`src/rtl/parking_job_scheduler.sv`:
```
// Front-end sequencer for the parking-lot elevator: queues in/out requests,
// tracks leakage as a priority job and issues one job at a time on todo_*.
module parking_job_scheduler #(
  parameter int DEPTH   = 4,
  parameter int PLATE_W = 16
) (
  input  logic                     clock,
  input  logic                     reset,
  input  logic [PLATE_W-1:0]       license_plate,
  input  logic                     in_mode,
  input  logic                     out_mode,
  input  logic                     leakage,
  input  logic [2:0]               leakage_floor,
  input  logic                     job_done,
  output logic                     todo_exists,
  output logic                     todo_in,
  output logic                     todo_out,
  output logic                     todo_leak_move,
  output logic [PLATE_W-1:0]       todo_license_plate,
  output logic [2:0]               todo_leak_floor,
  output logic [$clog2(DEPTH):0]   queue_count,
  output logic                     queue_full,
  output logic                     drop
);

  localparam int AW = $clog2(DEPTH);
  localparam int CW = AW + 1;

  typedef enum logic {IDLE, BUSY} state_t;

  state_t              state;
  logic [PLATE_W:0]    mem [DEPTH];
  logic [PLATE_W:0]    head;
  logic [AW-1:0]       rd_ptr, wr_ptr;
  logic [CW-1:0]       count;
  logic                leak_prev, leak_pending;
  logic [2:0]          leak_floor;
  logic                push, pop, issue_leak, leak_rise;

  // Issue decisions come from registered state only, so a push can use the
  // slot freed by the pop on the same edge.
  always_comb begin
    issue_leak = (state == IDLE) && leak_pending;
    pop        = (state == IDLE) && !leak_pending && (count != '0);
    push       = (in_mode ^ out_mode) && (license_plate != '0) &&
                 ((count != CW'(DEPTH)) || pop);
    leak_rise  = leakage && !leak_prev && (leakage_floor != 3'd0);
  end

  assign head        = mem[rd_ptr];
  assign queue_count = count;
  assign queue_full  = (count == CW'(DEPTH));

  // NOTE: the storage array carries no reset; an entry is only read after it
  // has been written, and leaving it out keeps it mappable to plain RAM/flops.
  always_ff @(posedge clock) begin
    if (push) mem[wr_ptr] <= {out_mode, license_plate};
  end

  always_ff @(posedge clock or negedge reset) begin
    if (!reset) begin
      rd_ptr <= '0;
      wr_ptr <= '0;
      count  <= '0;
      drop   <= 1'b0;
    end else begin
      if (push) wr_ptr <= wr_ptr + AW'(1);
      if (pop)  rd_ptr <= rd_ptr + AW'(1);
      count <= count + CW'(push) - CW'(pop);
      drop  <= (in_mode | out_mode) & ~push;
    end
  end

  always_ff @(posedge clock or negedge reset) begin
    if (!reset) begin
      state              <= IDLE;
      leak_prev          <= 1'b0;
      leak_pending       <= 1'b0;
      leak_floor         <= '0;
      todo_exists        <= 1'b0;
      todo_in            <= 1'b0;
      todo_out           <= 1'b0;
      todo_leak_move     <= 1'b0;
      todo_license_plate <= '0;
      todo_leak_floor    <= '0;
    end else begin
      leak_prev <= leakage;
      // A fresh rising edge re-arms the leak even on the edge that issues the old one.
      if (leak_rise) begin
        leak_pending <= 1'b1;
        leak_floor   <= leakage_floor;
      end else if (issue_leak) begin
        leak_pending <= 1'b0;
      end

      unique case (state)
        IDLE: begin
          if (issue_leak) begin
            state              <= BUSY;
            todo_exists        <= 1'b1;
            todo_leak_move     <= 1'b1;
            todo_in            <= 1'b0;
            todo_out           <= 1'b0;
            todo_license_plate <= '0;
            todo_leak_floor    <= leak_floor;
          end else if (pop) begin
            state              <= BUSY;
            todo_exists        <= 1'b1;
            todo_leak_move     <= 1'b0;
            todo_in            <= ~head[PLATE_W];
            todo_out           <= head[PLATE_W];
            todo_license_plate <= head[PLATE_W-1:0];
            todo_leak_floor    <= '0;
          end
        end
        BUSY: begin
          if (job_done) begin
            state              <= IDLE;
            todo_exists        <= 1'b0;
            todo_in            <= 1'b0;
            todo_out           <= 1'b0;
            todo_leak_move     <= 1'b0;
            todo_license_plate <= '0;
            todo_leak_floor    <= '0;
          end
        end
        default: state <= IDLE;
      endcase
    end
  end

endmodule

```
`config.mk`:
```
export PLATFORM = sky130hd
export DESIGN_NAME = parking_job_scheduler
export DESIGN_NICKNAME = d
export VERILOG_FILES = /design/src/rtl/parking_job_scheduler.sv
export SDC_FILE = /design/constraint.sdc
export NUM_CORES = 1
export LEC_CHECK = 0
export BUFFER_PORTS_ARGS = -buffer_cell sky130_fd_sc_hd__clkbuf_2
export CORE_ASPECT_RATIO = 2
export CORE_MARGIN = 3
export CORE_UTILIZATION = 51
export DETAILED_ROUTE_END_ITERATION = 8
export PLACE_DENSITY = 0.84
export SYNTH_ARGS = -nofsm -noshare
export SYNTH_HDL_FRONTEND = slang
export SYNTH_SLANG_ARGS = --single-unit
```
`constraint.sdc`:
```
create_clock -name clock -period 2.01 [get_ports clock]
set_input_delay 0.201 -clock clock [delete_from_list [all_inputs] [get_ports clock]]
set_output_delay 0.201 -clock clock [all_outputs]
set_load 0.05 [all_outputs]
```
* Yosys cells after proc, flatten, opt, wreduce, memory -nomap -nowiden
Memories as Yosys holds them, arrays and structs flattened. Cells that the tools add are included.
Operators by class: add/subtract/negate cells 4, eq/ne operators 4, mux-type cells 29, bitwise operators 6, reduce and logical (&&, ||, !) cells 15
Operators with widths (count):
- 2-to-1 mux 16 bit | 3
- case mux 16 bit (2 select lines) | 1
- 2-to-1 mux 1 bit | 16
- nonzero test 16 bit | 1
- case mux 1 bit (2 select lines) | 5
- 2-to-1 mux 3 bit | 3
- logical AND 1 bit | 7
- inequality test 3 bit, second input constant | 2
- case mux 3 bit (2 select lines) | 1
- nonzero test 3 bit | 2
- adder 2 x 1 -> 2 bit, second input constant | 2
- adder 3 x 1 -> 3 bit | 1
- == test 3 bit, second input constant | 1
- NOT 1 bit | 3
- subtractor 3 x 1 -> 3 bit | 1
- zero test 1 bit | 2
- inequality test 2 bit, second input constant | 1
- AND reduction 2 bit | 1
- nonzero test 2 bit | 1
- bitwise AND 1 bit | 1
- logical OR 1 bit | 1
- bitwise OR 1 bit | 1
- XOR 1 bit | 1
Word-level totals: flip-flop bits (word level) 37, RAM bits 68, bits of input ports 25, memories kept 1
Memory list:
- mem | words 4, bits a word 17, rd ports 1, clocked after Yosys merged registers in 0, wr ports 1, RTL line 32 | logic [PLATE_W:0] mem [DEPTH];

* Longest topological paths before layout
depth after elaboration 7, depth in mapped cells 10, mapped depth without buffers 9

* Worst setup path after synthesis
Ideal clock, no wire load.
kind register -> register, start point register count[2], in the netlist queue_count[2], end point register count[2], in the netlist queue_count[2], setup time 0.142 ns, data arrival time 2.676 ns, slack -0.808 ns, cell stages (with the launch flop) 11, path buffers 1, clock period less this slack 2.818 ns, path through dfrtp_1 nor3b_2 o21ai_1 and3_1 buf_2 a21o_1 ha_1 inv_1 fa_1 xnor2_1 xnor2_1
Between the ends: longest elaborated chain between the ends 6
RTL lines:
- start, declared | RTL line 35 | logic [CW-1:0] count;
- start signal, assigned | RTL line 69 | count <= count + CW'(push) - CW'(pop);
- nonzero test 3 bit | RTL line 44 | pop = (state == IDLE) && !leak_pending && (count != '0);
- logical AND 1 bit | RTL line 44
- logical OR 1 bit | RTL line 46 | ((count != CW'(DEPTH)) || pop);
- logical AND 1 bit | RTL line 45 | push = (in_mode ^ out_mode) && (license_plate != '0) &&
- adder 3 x 1 -> 3 bit | RTL line 69
- subtractor 3 x 1 -> 3 bit * | RTL line 69
Every way passes the cells marked *; elsewhere a longest branch is shown, timed or not. A chain may end at the register's enable or synchronous reset.

* Worst setup path in the final report
start point register count[0], in the netlist queue_count[0], end point register count[2], in the netlist queue_count[2]
The elaborated chain is that of the path after synthesis.

==> flow_summary_export.csv <==
group,metric,value,unit
floorplanning,chipWidth,69.4,µm
routing,drc,0,
global_routing,grt_max_degree,24,
sta,drv_slew,0,
layout,multiInputGateArea,1030,µm²
power,power_density,1470,nW/µm²
power,power.internal,4.79,mW
clocking,cts_buffers,9,
floorplanning,die_h,133,µm
floorplanning,initial_utilization,53.1,%
synth,ys_seq_area_share,72.5,%
routing,viasPerCell,5.54,
sta,min_period,1.96,ns
clocking,cts_tree,"done",
clocking,clock_sinks,105,
routing,first_pass_iters,4,
global_routing,grt_util_all_layers,17.2,%
synth,synth_cell_types,34,
sta,rsz0062_at_grt,"yes",
routing,avgRoutedWirePerCell,18.5,µm
synth,synth-main-ff-cell,"edfxtp_1",
layout,fin_nets,330,
layout,synthToLayoutAreaGrowth,21.0,%
sta,worst_pin_slew,0.500,ns
clocking,path_clk_slew,0.06,ns
synth,syn_nets,244,
global_routing,grt_overflow_total,0,
placement,place_congestion,0.797,
synth,syn_area_per_cell,19.3,µm²
routing,routed_wl,7.33,mm
sta,whs,0.0597,ns
min_path,hold_path.class,"in -> reg",
placement,dpl.hpwl,4.99,mm
worst_setup_path,cp_max_fo,3,
synth,yosys_register_bits,105,
layout,layout_common_cells,"68 x edfxtp_1, 52 x clkbuf_2, 34 x dfrtp_1",
worst_setup_path,startpoint_type,"flop",
synth,synth_edf_count,68,
layout,seq_area,2970,µm²
global_routing,grt_pass1_wl,11.8,mm
layout,n_antenna_cell,0,
worst_setup_path,worstSetupEndpointType,"flop",
sta,relSlewSlack,66.4,%
layout,final_common_cell,"edfxtp_1",
routing,vias,2200,
floorplanning,io_pins,53,
placement,io_buffers,52,
routing,final_antenna_net_count,0,
power,leakagePower,2.04,nW
power,p_sw,2.49,mW
floorplanning,fp.coreArea,7710,µm²
synth,syn_inst,212,
clocking,cts-htree-levels,3,
layout,drive_gt1_share,41.9,%
worst_setup_path,critical_path_class,"reg -> reg",
sta,fin_crit_sh,97.5,%
sta,skew,0.00636,ns
flow_run,drv_cap,0,
synth,synth_area,4090,µm²
sta,clock.fmax,0.510,GHz
power,switching_share,34.2,%
power,peakVddDrop,0.000755,V
layout,final_cells,397,
sta,finalSetupViolCount,0,
clocking,cts_buffer_depth,2,
floorplanning,fp.dieArea,9200,µm²
worst_setup_path,crit_arrival,2.18,ns
clocking,clk_latency,0.34,ns
power,sequentialPowerShare,42.5,%
power,p_comb_share,35.4,%
synth,synthArstFlopShare,35.2,%
clocking,clockRootBuffer,"clkbuf_16",
routing,drtIter0Drc,84,
status,outcome,"finished, final reports clean",
global_routing,grt_pass1_vias,2305,
worst_setup_path,worstPathRequired,2.23,ns
synth,yosys_warnings,0,
floorplanning,fp-row-count,45,
sta,hold_viol_final,0,
placement,place_inst,377,
power,clockPowerShare,22.0,%
global_routing,antenna_found_initial,0,
layout,fillers,533,
cells by family (layout without fill, tap and decap cells):
logic type | Yosys count | in the layout | synth area share [%]
fa+ha+maj | 7 | 7 | 2.32
buf+inv | 17 | 108 | 3.36
xor+xnor | 5 | 5 | 1.07
simple gates | 28 | 28 | 3.91
mux | 18 | 18 | 10.3
compound gates | 32 | 32 | 6.57
flops | 105 | 105 | 72.5
critical path, cell delays in order, from the launching register on:
cell	delay, ns
dfrtp_2	0.40
or3_4	0.41
nand2_4	0.08
a21o_1	0.12
ha_2	0.18
inv_2	0.04
fa_2	0.35
xnor2_2	0.15
xnor2_1	0.12
cell usage after synthesis (all sizes together), types with 2 or more instances:
| master | count | share of area (%) |
|---|---|---|
| a22o | 22 | 4.8 |
| nor4 | 4 | 0.61 |
| clkbuf | 2 | 0.67 |
| a21oi | 2 | 0.24 |
| ha | 6 | 1.8 |
| o21ai | 4 | 0.49 |
| o31ai | 2 | 0.70 |
| inv | 7 | 0.64 |
| xnor2 | 5 | 1.1 |
| nor2b | 2 | 0.31 |
| dfrtp | 37 | 23 |
| nor2 | 2 | 0.18 |
| edfxtp | 68 | 50 |
| nand2 | 9 | 0.83 |
| and2 | 5 | 0.83 |
| buf | 8 | 2.0 |
| mux4 | 17 | 9.9 |
| a21o | 2 | 0.37 |
final timing paths:
check | start | to | slack, ns | cells after the start
setup / recovery | queue_count[0]$_DFF_PN0_ | queue_count[2]$_DFF_PN0_ | 0.05 | 8
hold / removal | job_done | state$_DFF_PN0_ | 0.06 | 2
setup reg to reg | queue_count[0]$_DFF_PN0_ | queue_count[2]$_DFF_PN0_ | 0.05 | 8
hold reg to reg | leak_floor[0]$_DFFE_PN0P_ | leak_floor[0]$_DFFE_PN0P_ | 0.49 | 2
max in group asynchronous | reset | leak_floor[2]$_DFFE_PN0P_ | 1.08 | 3
min in group asynchronous | reset | todo_license_plate[15]$_DFFE_PN0P_ | 0.32 | 2
what timing repair did:
item	CTS	global route
buffers inserted	0	2
hold buffers	2	0
resized for setup	4	4
pin swaps	4	3
gates cloned	0	0
hold endpoints to repair	15	0
setup endpoints to repair	1	2
cell type report:
cell class / instances / share of cell area [%]
sequential: 105 / 60.0
inverter: 7 / 0.530
tap: 94 / 2.37
timing repair buffer: 85 / 10.7
clock inverter: 2 / 0.253
multi-input combinational: 90 / 20.8
clock buffer: 14 / 5.35
power by group through the flow:
stage	Clock, mW	Sequential [mW]	Combinational (mW)
finish	1.60	3.10	2.58
floorplan	0	3.73	1.28
CTS	1.65	3.10	2.56
detailed placement	0	3.14	2.54
global route	1.74	3.15	2.75
global placement	0	3.11	2.47
per-stage QoR:
| step | utilization, % | setup TNS [ns] | worst slack [ns] | power [mW] | cell area [µm²] |
|---|---|---|---|---|---|
| floorplan | - | -5.37 | -0.371 | 5.01 | 4120 |
| global placement | 59.7 | -0.305 | -0.221 | 5.58 | 4610 |
| detailed placement | 59.7 | -3.01 | -0.328 | 5.67 | 4610 |
| CTS | 63.8 | 0 | 0.0215 | 7.30 | 4920 |
| global route | 64.2 | -0.0539 | -0.0358 | 7.65 | 4950 |
| finish | 64.2 | 0 | 0.0500 | 7.28 | 4950 |
flip-flops by register name, indices dropped and copies added (netlist names):
name	count
todo_out	1
todo_in	1
queue_count	3
leak_pending	1
todo_leak_move	1
leak_floor	3
mem	68
todo_leak_floor	3
wr_ptr	2
state	1
todo_license_plate	16
drop	1
leak_prev	1
rd_ptr	2
todo_exists	1
layer usage:
layer  global-route usage, %  routed length, µm  vias to the layer above
li1                        -                  -                     1009
met1                    18.7               2700                     1117
met2                    30.4               4130                       58
met3                    5.02                294                       16
met4                    8.26                213                        0
met5                       0                  0                        -
Note: power is estimated with default switching activity, not from simulation.
